`config.mk`:
```
export PLATFORM = sky130hd
export DESIGN_NAME = cpu_fetch
export DESIGN_NICKNAME = d
export VERILOG_FILES = /design/src/rtl/cpu_fetch.sv
export SDC_FILE = /design/constraint.sdc
export NUM_CORES = 1
export LEC_CHECK = 0
export CAP_MARGIN = 5
export CORE_MARGIN = 8
export CORE_UTILIZATION = 53
export DETAILED_ROUTE_END_ITERATION = 10
export GPL_ROUTABILITY_DRIVEN = 0
export HOLD_SLACK_MARGIN = 0.02
export PLACE_DENSITY = 0.8
export SLEW_MARGIN = 30
export SYNTH_ARGS = -nofsm -noshare
export SYNTH_HDL_FRONTEND = slang
export SYNTH_SLANG_ARGS = --single-unit
export TNS_END_PERCENT = 20
```
`constraint.sdc`:
```
create_clock -name clk_i -period 7.9 [get_ports clk_i]
set_input_delay 1.185 -clock clk_i [delete_from_list [all_inputs] [get_ports clk_i]]
set_output_delay 1.185 -clock clk_i [all_outputs]
set_load 0.02 [all_outputs]
```
`src/rtl/cpu_fetch.sv`:
```
// mox125 instruction fetch: reads big-endian halfwords over a single-outstanding
// strobe/ack bus and hands 16-bit opcodes plus optional 32-bit immediates to decode.
module cpu_fetch #(
    parameter logic [31:0] RESET_VECTOR = 32'h0000_1000
) (
    input  logic        clk_i,
    input  logic        rst_i,
    input  logic        stall_i,
    input  logic        flush_i,
    input  logic [31:0] branch_target_i,
    output logic [31:0] imem_adr_o,
    output logic        imem_stb_o,
    input  logic        imem_ack_i,
    input  logic [15:0] imem_dat_i,
    output logic [15:0] opcode_o,
    output logic [31:0] operand_o,
    output logic        valid_o,
    output logic [31:0] PC_o
);

    localparam int unsigned AW = 32;
    localparam int unsigned DW = 16;
    localparam logic [AW-1:0] RST_PC  = RESET_VECTOR & 32'hFFFF_FFFE;
    localparam logic [AW-1:0] HW_STEP = AW'(2);

    typedef enum logic [1:0] {
        S_OP,
        S_HI,
        S_LO,
        S_HOLD
    } state_t;

    state_t        state_q;
    logic [AW-1:0] pc_q;
    logic          stb_q;
    logic          pend_flush_q;
    logic [AW-1:0] pend_tgt_q;
    logic [DW-1:0] op_latch_q;
    logic [AW-1:0] op_pc_q;
    logic [DW-1:0] opcode_q;
    logic [AW-1:0] operand_q;
    logic          valid_q;
    logic [AW-1:0] pc_out_q;

    logic [AW-1:0] pc_inc_c;
    logic [AW-1:0] tgt_c;
    logic          take_c;

    assign pc_inc_c = pc_q + HW_STEP;
    assign tgt_c    = branch_target_i & 32'hFFFF_FFFE;
    assign take_c   = stb_q & imem_ack_i;

    // Opcodes that carry a 32-bit immediate; all have bit 15 clear.
    function automatic logic is_long(input logic [DW-1:0] op);
        logic hit;
        case (op[15:8])
            8'h01, 8'h03, 8'h08, 8'h09, 8'h0C, 8'h0D, 8'h1A, 8'h1B, 8'h1D,
            8'h1F, 8'h20, 8'h22, 8'h24, 8'h36, 8'h37, 8'h38, 8'h39: hit = 1'b1;
            default: hit = 1'b0;
        endcase
        return hit;
    endfunction

    always_ff @(posedge clk_i or posedge rst_i) begin
        if (rst_i) begin
            state_q      <= S_OP;
            pc_q         <= RST_PC;
            stb_q        <= 1'b1;
            pend_flush_q <= 1'b0;
            pend_tgt_q   <= '0;
            op_latch_q   <= '0;
            op_pc_q      <= '0;
            opcode_q     <= '0;
            operand_q    <= '0;
            valid_q      <= 1'b0;
            pc_out_q     <= '0;
        end else if (flush_i) begin
            valid_q <= 1'b0;
            if (stb_q && !imem_ack_i) begin
                // Old request still in flight: remember where to go once it retires.
                pend_flush_q <= 1'b1;
                pend_tgt_q   <= tgt_c;
            end else begin
                pend_flush_q <= 1'b0;
                pc_q         <= tgt_c;
                stb_q        <= 1'b1;
                state_q      <= S_OP;
            end
        end else if (pend_flush_q) begin
            if (take_c) begin
                pend_flush_q <= 1'b0;
                pc_q         <= pend_tgt_q;
                stb_q        <= 1'b1;
                state_q      <= S_OP;
            end
        end else begin
            case (state_q)
                S_OP: begin
                    if (take_c) begin
                        op_latch_q <= imem_dat_i;
                        pc_q       <= pc_inc_c;
                        if (is_long(imem_dat_i)) begin
                            op_pc_q <= pc_q;
                            state_q <= S_HI;
                        end else begin
                            opcode_q  <= imem_dat_i;
                            operand_q <= '0;
                            pc_out_q  <= pc_q;
                            valid_q   <= 1'b1;
                            stb_q     <= 1'b0;
                            state_q   <= S_HOLD;
                        end
                    end
                end
                S_HI: begin
                    if (take_c) begin
                        operand_q[31:16] <= imem_dat_i;
                        pc_q             <= pc_inc_c;
                        state_q          <= S_LO;
                    end
                end
                S_LO: begin
                    if (take_c) begin
                        operand_q[15:0] <= imem_dat_i;
                        opcode_q        <= op_latch_q;
                        pc_out_q        <= op_pc_q;
                        valid_q         <= 1'b1;
                        pc_q            <= pc_inc_c;
                        stb_q           <= 1'b0;
                        state_q         <= S_HOLD;
                    end
                end
                S_HOLD: begin
                    if (!stall_i) begin
                        valid_q <= 1'b0;
                        stb_q   <= 1'b1;
                        state_q <= S_OP;
                    end
                end
                default: begin
                    state_q <= S_OP;
                    stb_q   <= 1'b1;
                    valid_q <= 1'b0;
                end
            endcase
        end
    end

    assign imem_adr_o = pc_q;
    assign imem_stb_o = stb_q;
    assign opcode_o   = opcode_q;
    assign operand_o  = operand_q;
    assign valid_o    = valid_q;
    assign PC_o       = pc_out_q;

endmodule

```
; ---- Word level (Yosys, flattened, before mapping)
; Memory sizes are Yosys's and may differ from the RTL's.
; Index checks and enable logic that the tools add are counted.
[totals]
n_memories = 1
regBits = 196
word_cells = 107
romBits = 64
input_bits = 53
output_inout_bits = 114
[classes]
muxes = 53
add_sub_neg = 1
n_reduce_logical = 20
eq_ne = 17
bitwise = 3
[mem_list]
columns = name, depth, width, rd, rd_ports_with_merged_regs, write_ports, line_no
row1 = (no name shown), 64, 1, 1, 0, 0, 56  ; case (op[15:8])
[ops]
columns = operator, count
row1 = two-way mux 32 bit, 11
row2 = one-hot mux 16 bit (2 select lines), 3
row3 = two-way mux 16 bit, 4
row4 = one-hot mux 32 bit (2 select lines), 1
row5 = adder 32 x 2 -> 32 bit (second input constant), 1
row6 = AND reduction 6 bit, 4
row7 = two-way mux 1 bit, 22
row8 = two-way mux 2 bit, 9
row9 = inequality test 3 bit (second input constant), 5
row10 = inequality test 2 bit (second input constant), 6
row11 = inequality test 4 bit (second input constant), 2
row12 = one-hot mux 2 bit (4 select lines), 1
row13 = AND reduction 7 bit, 1
row14 = one-hot mux 1 bit (3 select lines), 2
row15 = nonzero test 2 bit, 3
row16 = AND reduction 5 bit, 1
row17 = nonzero test 5 bit, 1
row18 = == test 2 bit (second input constant), 2
row19 = zero test 2 bit, 2
row20 = AND reduction 4 bit, 1
row21 = nonzero test 4 bit, 1
row22 = inequality test 3 x 2 -> 1 bit (second input constant), 1
row23 = AND reduction 3 bit, 1
row24 = nonzero test 3 bit, 1
row25 = other kinds (7), 8

; ---- Depth between registers and ports, before layout
; Gate-level depths: netlist of the first run.
[logic_depth]
ltp_word = 11
depth_mapped = 8
depth_no_buf = 7

; ---- Worst setup path before layout of the first run
; OpenSTA, ideal clock, no wires.
[synth_path]
kind = input to register
start = in imem_dat_i[8]
end = reg pc_out_q[10] (netlist: PC_o[10])
slack_ps = 4885
stages = 7
required_ps = 7775
n_path_buf = 2
arrival_ps = 2890
setup_time_ps = 125
cell_sequence = clkbuf_1 > mux2i_1 > a211oi_1 > o221ai_1 > a31oi_4 > buf_6 > mux2_4
[synth_between]
elab_chain_len = 8
[synth_rtl]
columns = element, line_no
row1 = start: declaration, 14  ; input logic [15:0] imem_dat_i,
row2 = memory (64 x 1 bit), -
row3 = two-way mux 1 bit, 56
row4 = two-way mux 1 bit, 99  ; if (take_c) begin
row5 = two-way mux 1 bit, 97  ; case (state_q)
row6 = two-way mux 1 bit, 89  ; end else if (pend_flush_q) begin
row7 = two-way mux 1 bit, 77  ; end else if (flush_i) begin
row8 = inequality test 2 bit (no line), -
row9 = AND reduction 6 bit (no line), -
row10 = end signal: assignment, 108  ; pc_out_q <= pc_q;
row11 = end signal: assignment, 126  ; pc_out_q <= op_pc_q;
row12 = end: declaration, 43  ; logic [AW-1:0] pc_out_q;
; No other way between the ends. The select of a mux whose other input is x is not followed.
; A chain may end at the register's enable or synchronous reset.

; ---- Worst setup path in the final report of the first run
[layout_path]
start = in imem_dat_i[10]
end = reg opcode_q[13] (netlist: opcode_o[13])
[layout_between]
elab_chain_len = 8
[layout_rtl]
columns = element, line_no
row1 = memory (64 x 1 bit), -
row2 = two-way mux 1 bit, 56
row3 = two-way mux 1 bit, 99
row4 = two-way mux 1 bit, 97
row5 = two-way mux 1 bit, 89
row6 = two-way mux 1 bit, 77
row7 = inequality test 2 bit (no line), -
row8 = AND reduction 6 bit (no line), -
row9 = end signal: assignment, 106  ; opcode_q <= imem_dat_i;
row10 = end signal: assignment, 125  ; opcode_q <= op_latch_q;
row11 = end: declaration, 40  ; logic [DW-1:0] opcode_q;
; No other way between the ends. The select of a mux whose other input is x is not followed.

==> results of run 1 <==
-- registers in the layout, summed over array words and instances, names as in the netlist, 2 cells and up --
register	count
state_q	2
imem_adr_o	31
pend_tgt_q	31
op_latch_q	16
opcode_o	16
PC_o	31
operand_o	32
op_pc_q	31
-- cell usage in the layout, fill, tap and decap left out, types with 9 or more instances in the layout --
| cell | n |
|---|---|
| sky130_fd_sc_hd__o21ai_0 | 72 |
| sky130_fd_sc_hd__a41oi_1 | 12 |
| sky130_fd_sc_hd__dfrtp_1 | 191 |
| sky130_fd_sc_hd__a22o_1 | 37 |
| sky130_fd_sc_hd__clkdlybuf4s50_1 | 163 |
| sky130_fd_sc_hd__inv_1 | 16 |
| sky130_fd_sc_hd__nand2_1 | 61 |
| sky130_fd_sc_hd__and3_1 | 14 |
| sky130_fd_sc_hd__mux2_4 | 44 |
| sky130_fd_sc_hd__nand3_1 | 14 |
| sky130_fd_sc_hd__clkbuf_16 | 17 |
| sky130_fd_sc_hd__nor3_1 | 9 |
| sky130_fd_sc_hd__mux2_2 | 116 |
| sky130_fd_sc_hd__a31oi_1 | 11 |
| sky130_fd_sc_hd__nor2_1 | 29 |
| sky130_fd_sc_hd__buf_4 | 11 |
| sky130_fd_sc_hd__a21oi_1 | 21 |
-- cells by family (layout without fill, tap and decap cells) --
group / Yosys count / in the layout / synth area share, %
DFF: 193 / 193 / 51.34
other: 1 / 2 / 0.03984
adders and majority gates: 7 / 7 / 0.9306
muxes: 163 / 163 / 21.22
buffers and inverters: 77 / 224 / 3.722
and+or+nand+nor: 162 / 162 / 8.375
AOI/OAI and AO/OA: 194 / 194 / 14.37
-- layer usage --
layer  part of all wire (%)  global-route usage (%)
met5                      0                       0
met4                    1.4                   6.108
met3                    7.6                   6.371
met2                     47                   32.33
met1                     44                   28.69
-- path summary, 6_finish.rpt --
path	startpoint	to	slack, ps	depth (start not counted)
worst max-delay path	imem_dat_i[10]	opcode_o[13]	3430	7
worst max register to register	state_q[1]	opcode_o[13]	4360	7
worst min-delay path	pend_tgt_q[8]	pend_tgt_q[8]	500	1
min in group asynchronous	rst_i	operand_o[31]	1300	2
max in group asynchronous	rst_i	op_pc_q[29]	5430	3
worst min register to register	pend_tgt_q[8]	pend_tgt_q[8]	500	1
-- metrics by stage --
stage                     instances  worst slack [ps]  cell area (um^2)  hold WS, ps
final                          1170              3435             11750        501.0
after global routing           1170              3212             11750        508.3
after CTS                      1170              3497             11730        501.0
after detailed placement       1138              3011             11150        472.0
after global placement         1138              3073             11150        463.6
after floorplan                 798              1463              9415        450.2
-- layout make-up --
type | count | area, um^2
timing repair buffer | 175 | 1725
clock buffer | 17 | 425.4
sequential | 193 | 4832
tap | 225 | 281.5
inverter | 17 | 71.32
clock inverter | 15 | 152.6
fill | 1264 | 5612
multi-input combinational | 528 | 4257
-- where the power goes --
part | leakage, nW | total (mW) | internal [mW] | switching, mW
Clock | 0.285 | 0.848 | 0.445 | 0.403
Sequential | 2.43 | 1.80 | 1.42 | 0.381
Combinational | 2.42 | 2.01 | 1.05 | 0.962
-- worst reg2reg max path, cell delays in order (launching register included) --
cell and delay, ps:
sky130_fd_sc_hd__dfrtp_1 430, sky130_fd_sc_hd__inv_1 140, sky130_fd_sc_hd__ha_1 360, sky130_fd_sc_hd__and2_1 310, sky130_fd_sc_hd__a31oi_4 270, sky130_fd_sc_hd__a31oi_4 750, sky130_fd_sc_hd__buf_4 740, sky130_fd_sc_hd__mux2_2 440
==> impl_metrics.prom, run 1 <==
# TYPE chip_impl_metric gauge
chip_impl_info{name="status",value="finished, final reports clean"} 1
chip_impl_metric{name="drt_iter0_markers",unit=""} 617
chip_impl_metric{name="final.setup_skew",unit="ps"} 8.273
chip_impl_metric{name="avgSynthCellArea",unit="um^2"} 11.81
chip_impl_metric{name="grt_overflow",unit=""} 0
chip_impl_metric{name="io_pins",unit=""} 167
chip_impl_metric{name="die_h",unit="um"} 149.3
chip_impl_metric{name="syn-cell-area",unit="um^2"} 9412
chip_impl_metric{name="timing_worst_slew_pin_value",unit="ps"} 980.6
chip_impl_metric{name="crit_fanout",unit=""} 45
chip_impl_metric{name="post_cts_resize_count",unit=""} 0
chip_impl_info{name="hp-class",value="reg2reg"} 1
chip_impl_metric{name="post_cts_buffers",unit=""} 0
chip_impl_metric{name="synth_async_sr_flop_share",unit="%"} 100.0
chip_impl_metric{name="ctsLongestPathBuffers",unit=""} 2
chip_impl_metric{name="std_cell_rows",unit=""} 48
chip_impl_metric{name="syn-instance-count",unit=""} 797
chip_impl_info{name="synth_common_cells",value="191 x sky130_fd_sc_hd__dfrtp_1, 116 x sky130_fd_sc_hd__mux2_2, 72 x sky130_fd_sc_hd__o21ai_0"} 1
chip_impl_metric{name="cts.clk_slew.worst_paths",unit="ps"} 70
chip_impl_info{name="crit_path_cell_trace",value="clkdlybuf4s50_1 > mux2i_1 > o2111ai_2 > a31oi_4 > a31oi_4 > buf_4 > mux2_2"} 1
chip_impl_metric{name="dr.pass1.iters",unit=""} 5
chip_impl_metric{name="dieArea",unit="um^2"} 22280
chip_impl_metric{name="drc",unit=""} 0
chip_impl_metric{name="dp_hpwl",unit="mm"} 15.63
chip_impl_metric{name="numClockSinks",unit=""} 193
chip_impl_metric{name="vdd.ir_drop.worst",unit="uV"} 234.9
chip_impl_metric{name="critical_path_buf_inv_count",unit=""} 2
chip_impl_metric{name="min_period",unit="ps"} 4465
chip_impl_info{name="worst-setup-path-type",value="in2reg"} 1
chip_impl_info{name="ys.flop_type",value="sky130_fd_sc_hd__dfrtp_1"} 1
chip_impl_metric{name="synth_cell_types",unit=""} 61
chip_impl_metric{name="grt_max_degree",unit=""} 122
chip_impl_metric{name="postLayoutCoreUtil",unit="%"} 67.67
chip_impl_metric{name="grt_first_pass_wirelength",unit="mm"} 37.76
chip_impl_metric{name="cp.required",unit="ps"} 8220
chip_impl_info{name="end_kind",value="flop"} 1
chip_impl_metric{name="drt-vias-per-instance",unit=""} 5.978
chip_impl_metric{name="fmax",unit="GHz"} 0.2240
chip_impl_info{name="cpMaxStageDelayCell",value="sky130_fd_sc_hd__clkdlybuf4s50_1"} 1
chip_impl_metric{name="cts_htree_levels",unit=""} 4
chip_impl_metric{name="yosys_warnings",unit=""} 0
chip_impl_info{name="cts_tree",value="yes"} 1
chip_impl_metric{name="clock_insertion_delay_worst_skew",unit="ps"} 440
chip_impl_metric{name="totalNegativeSetupSlack",unit="ps"} 0
chip_impl_metric{name="grt_antenna_before_repair",unit=""} 0
chip_impl_metric{name="timing_max_transition_violations_final",unit=""} 0
chip_impl_metric{name="leakage",unit="nW"} 5.142
chip_impl_info{name="critical-path-top-delay-family",value="buffers and inverters"} 1
chip_impl_metric{name="power",unit="mW"} 4.656
chip_impl_metric{name="detail-route-antenna-nets",unit=""} 0
chip_impl_metric{name="grt.total_usage",unit="%"} 21.19
chip_impl_metric{name="timing.critical_path.slowest_cell_delay",unit="ps"} 760
chip_impl_metric{name="insertedDiodeCount",unit=""} 0
chip_impl_metric{name="die_width",unit="um"} 149.3
chip_impl_info{name="root_buffer",value="sky130_fd_sc_hd__clkbuf_16"} 1
chip_impl_metric{name="placeableCoreArea",unit="um^2"} 17360
chip_impl_metric{name="hold_fix_buffer_count_after_cts",unit=""} 0
chip_impl_metric{name="cts_inserted_buffers",unit=""} 17
chip_impl_metric{name="wl",unit="mm"} 23.47
chip_impl_metric{name="sequential_share_of_the_synthesized_area",unit="%"} 51.34
chip_impl_info{name="synth.area.top_cells",value="sky130_fd_sc_hd__dfrtp_1 51%, sky130_fd_sc_hd__mux2_2 14%, sky130_fd_sc_hd__mux2_4 7.0%"} 1
chip_impl_metric{name="routedWlPerCell",unit="um"} 20.06
chip_impl_info{name="setup_repair_after_global_routing_missed_its_margin",value="no"} 1
chip_impl_metric{name="synth_edf_count",unit=""} 0
chip_impl_info{name="synthMostInstantiatedCell",value="sky130_fd_sc_hd__dfrtp_1"} 1
chip_impl_metric{name="portBuffers",unit=""} 163
chip_impl_metric{name="slew_headroom",unit="%"} 34.42
chip_impl_info{name="synth_top_area_cell",value="sky130_fd_sc_hd__dfrtp_1"} 1
chip_impl_metric{name="layout-area-overhead-vs-synth",unit="%"} 24.79
chip_impl_metric{name="first_global_vias",unit=""} 6856
chip_impl_metric{name="maxCapViolations",unit=""} 0
chip_impl_metric{name="drive_gt1_share",unit="%"} 23.17
chip_impl_metric{name="setup_viol_count_final",unit=""} 0
chip_impl_metric{name="ys_seq_elements",unit=""} 193
chip_impl_metric{name="final_hold_viol_count",unit=""} 0
chip_impl_info{name="cp_common_cell",value="sky130_fd_sc_hd__a31oi_4"} 1
chip_impl_metric{name="fin_nets",unit=""} 992
chip_impl_metric{name="power_per_cell_area",unit="nW/um^2"} 396.4
chip_impl_metric{name="vias",unit=""} 6994
chip_impl_metric{name="initial_core_util",unit="%"} 54.22
chip_impl_metric{name="critPathArrivalTime",unit="ps"} 4780
chip_impl_info{name="crit_path_launch_type",value="input port"} 1
chip_impl_metric{name="synth_top_area_share",unit="%"} 50.78
chip_impl_metric{name="finalCritPeriodShare",unit="%"} 56.52
No activity file was read; power rests on OpenSTA's default activity.
==> inputs of run 2 (changes only) <==
--- a/config.mk
+++ b/config.mk
@@ -7,11 +7,11 @@
 export LEC_CHECK = 0
 export CAP_MARGIN = 5
 export CORE_MARGIN = 8
-export CORE_UTILIZATION = 53
+export CORE_UTILIZATION = 48
 export DETAILED_ROUTE_END_ITERATION = 10
 export GPL_ROUTABILITY_DRIVEN = 0
 export HOLD_SLACK_MARGIN = 0.02
-export PLACE_DENSITY = 0.8
+export PLACE_DENSITY = 0.77
 export SLEW_MARGIN = 30
 export SYNTH_ARGS = -nofsm -noshare
 export SYNTH_HDL_FRONTEND = slang
==> constraint.sdc (replaced) <==
create_clock -name clk_i -period 3.9 [get_ports clk_i]
set_input_delay 0.585 -clock clk_i [delete_from_list [all_inputs] [get_ports clk_i]]
set_output_delay 0.585 -clock clk_i [all_outputs]
set_load 0.02 [all_outputs]
==> run 2 against run 1 <==
Global-route usage fell by 1.8 points. Total power rose by 100%. Critical path depth did not move. Wire length fell by 0.36%. Worst setup slack got worse by 2400 ps. Clock power rose by 110%. Core utilization fell by 6.2 points. Largest cell class unchanged. Largest power group unchanged. Highest routed layer unchanged.
==> impl_metrics.prom, run 2 (synthesis results as in run 1) <==
# TYPE chip_impl_metric gauge
chip_impl_metric{name="wl",unit="mm"} 23.39
chip_impl_metric{name="critPathArrivalTime",unit="ps"} 3190
chip_impl_metric{name="timing_max_transition_violations_final",unit=""} 0
chip_impl_metric{name="setup_viol_count_final",unit=""} 0
chip_impl_info{name="cts_tree",value="yes"} 1
chip_impl_metric{name="crit_fanout",unit=""} 23
chip_impl_metric{name="insertedDiodeCount",unit=""} 0
chip_impl_info{name="cpMaxStageDelayCell",value="sky130_fd_sc_hd__clkdlybuf4s50_1"} 1
chip_impl_info{name="worst-setup-path-type",value="in2reg"} 1
chip_impl_metric{name="grt_first_pass_wirelength",unit="mm"} 37.81
chip_impl_metric{name="cts_htree_levels",unit=""} 4
chip_impl_metric{name="grt_overflow",unit=""} 0
chip_impl_metric{name="critical_path_buf_inv_count",unit=""} 2
chip_impl_metric{name="grt_max_degree",unit=""} 117
chip_impl_metric{name="io_pins",unit=""} 167
chip_impl_metric{name="first_global_vias",unit=""} 6834
chip_impl_metric{name="final.setup_skew",unit="ps"} 11.18
chip_impl_metric{name="numClockSinks",unit=""} 193
chip_impl_metric{name="placeableCoreArea",unit="um^2"} 19330
chip_impl_info{name="layout_commonest_cell",value="sky130_fd_sc_hd__dfrtp_1"} 1
chip_impl_info{name="end_kind",value="flop"} 1
chip_impl_metric{name="final_cell_area_excluding_filler_cells",unit="um^2"} 11890
chip_impl_metric{name="post_cts_resize_count",unit=""} 0
chip_impl_metric{name="largest_register_ffs",unit=""} 32
chip_impl_metric{name="dr.pass1.iters",unit=""} 5
chip_impl_metric{name="drt_iter0_markers",unit=""} 511
chip_impl_metric{name="final_hold_viol_count",unit=""} 0
chip_impl_info{name="hp-class",value="in2async"} 1
chip_impl_metric{name="drive_gt1_share",unit="%"} 23.71
chip_impl_metric{name="layout-area-overhead-vs-synth",unit="%"} 26.38
chip_impl_metric{name="routedWlPerCell",unit="um"} 19.20
chip_impl_metric{name="hold_fix_buffer_count_after_cts",unit=""} 0
chip_impl_metric{name="portBuffers",unit=""} 163
chip_impl_metric{name="timing_worst_slew_pin_value",unit="ps"} 807.3
chip_impl_metric{name="vdd.ir_drop.worst",unit="uV"} 392.6
chip_impl_metric{name="cp.required",unit="ps"} 4210
chip_impl_info{name="status",value="finished, final reports clean"} 1
chip_impl_metric{name="r2r_cells",unit=""} 6
chip_impl_metric{name="maxCapViolations",unit=""} 0
chip_impl_info{name="source_of_the_critical_timing_path",value="imem_dat_i[9]"} 1
chip_impl_metric{name="cp_num_cells",unit=""} 7
chip_impl_metric{name="die_h",unit="um"} 156.0
chip_impl_metric{name="fin_nets",unit=""} 1000
chip_impl_metric{name="place.detailed.instances",unit=""} 1186
chip_impl_metric{name="die_width",unit="um"} 156.0
chip_impl_metric{name="fin_ws",unit="ps"} 1025
chip_impl_info{name="crit_path_launch_type",value="input port"} 1
chip_impl_info{name="setup_repair_after_global_routing_missed_its_margin",value="no"} 1
chip_impl_info{name="worst_r2r_startpoint",value="imem_adr_o[1]"} 1
chip_impl_metric{name="cts_inserted_buffers",unit=""} 17
chip_impl_metric{name="initial_core_util",unit="%"} 48.68
chip_impl_metric{name="grt_antenna_before_repair",unit=""} 0
chip_impl_metric{name="dieArea",unit="um^2"} 24340
chip_impl_metric{name="hold_slack",unit="ps"} 432.2
chip_impl_metric{name="totalNegativeSetupSlack",unit="ps"} 0
chip_impl_metric{name="grt.total_usage",unit="%"} 19.37
chip_impl_info{name="root_buffer",value="sky130_fd_sc_hd__clkbuf_16"} 1
chip_impl_metric{name="detail-route-antenna-nets",unit=""} 0
chip_impl_metric{name="std_cell_rows",unit=""} 51
chip_impl_metric{name="placedInstanceArea",unit="um^2"} 11270
chip_impl_metric{name="leakage",unit="nW"} 5.202
chip_impl_metric{name="post_cts_buffers",unit=""} 0
chip_impl_info{name="critical-path-top-delay-family",value="buffers and inverters"} 1
chip_impl_metric{name="fmax",unit="GHz"} 0.3478
chip_impl_metric{name="drc",unit=""} 0
chip_impl_metric{name="clock_insertion_delay_worst_skew",unit="ps"} 430
chip_impl_info{name="layout.cells.most_common_list",value="191 x sky130_fd_sc_hd__dfrtp_1, 162 x sky130_fd_sc_hd__clkdlybuf4s50_1, 116 x sky130_fd_sc_hd__mux2_2, 72 x sky130_fd_sc_hd__o21ai_0, 61 x sky130_fd_sc_hd__nand2_1"} 1
chip_impl_metric{name="dp_slack",unit="ps"} 645.8
chip_impl_metric{name="timing.critical_path.slowest_cell_delay",unit="ps"} 770
chip_impl_metric{name="drt-vias-per-instance",unit=""} 5.707
chip_impl_metric{name="ctsLongestPathBuffers",unit=""} 2
chip_impl_metric{name="min_period",unit="ps"} 2875
chip_impl_metric{name="finalCritPeriodShare",unit="%"} 73.73
chip_impl_metric{name="slew_headroom",unit="%"} 46.18
chip_impl_metric{name="stdcell_count",unit=""} 1218
chip_impl_metric{name="power_per_cell_area",unit="nW/um^2"} 799.1
chip_impl_metric{name="vias",unit=""} 6951
chip_impl_metric{name="dp_hpwl",unit="mm"} 16.00
chip_impl_info{name="crit_path_cell_trace",value="clkdlybuf4s50_1 > mux2i_1 > o2111ai_2 > nand3_1 > nor3_4 > buf_4 > mux2_2"} 1
chip_impl_metric{name="cts.clk_slew.worst_paths",unit="ps"} 70
[run 2: final timing paths]
| check | to | slack [ps] |
|---|---|---|
| worst max register to register | imem_adr_o[27] | 1330 |
| max in group asynchronous | pend_tgt_q[27] | 2600 |
| min in group clk_i | op_latch_q[11] | 490 |
| worst min register to register | op_latch_q[11] | 490 |
| worst max-delay path | op_pc_q[17] | 1020 |
| worst min-delay path | operand_o[26] | 430 |
[run 2: where the power goes]
group / switching [mW] / internal, mW
Sequential: 0.742 / 2.87
Clock: 0.763 / 1.05
Combinational: 1.94 / 2.14
[run 2: cell type report]
class | count | area, um^2
inverter | 17 | 67.56
clock inverter | 11 | 152.6
multi-input combinational | 528 | 4248
timing repair buffer | 183 | 1802
clock buffer | 21 | 460.4
sequential | 193 | 4832
fill | 1511 | 7441
tap | 265 | 331.6
[run 2: per-layer routing]
layer / part of all wire (%) / GRT usage, % / up-vias / routed length [um]
met5: 0 / 0 / - / 0
met4: 1.7 / 6.377 / 0 / 405
met3: 7.6 / 4.377 / 33 / 1782
met2: 46 / 29.95 / 261 / 10790
met1: 45 / 26.44 / 3439 / 10410
li1: - / - / 3218 / -
[run 2: per-stage QoR]
stage,power [mW],util (%)
3_3_place_gp,7.602,58.31
4_1_cts,9.569,61.48
5_1_grt,10.03,61.52
6_report,9.504,61.52
2_1_floorplan,5.999,-
3_5_place_dp,7.723,58.31
[run 2: worst register-to-register path: cells and delay by family (launching register included)]
family                   cells  cell delay (ps)
flip-flops                   1              560
AO/OA/AOI/OAI                2              580
AND/OR/NAND/NOR              3             1050
adder cells (fa/ha/maj)      1              330
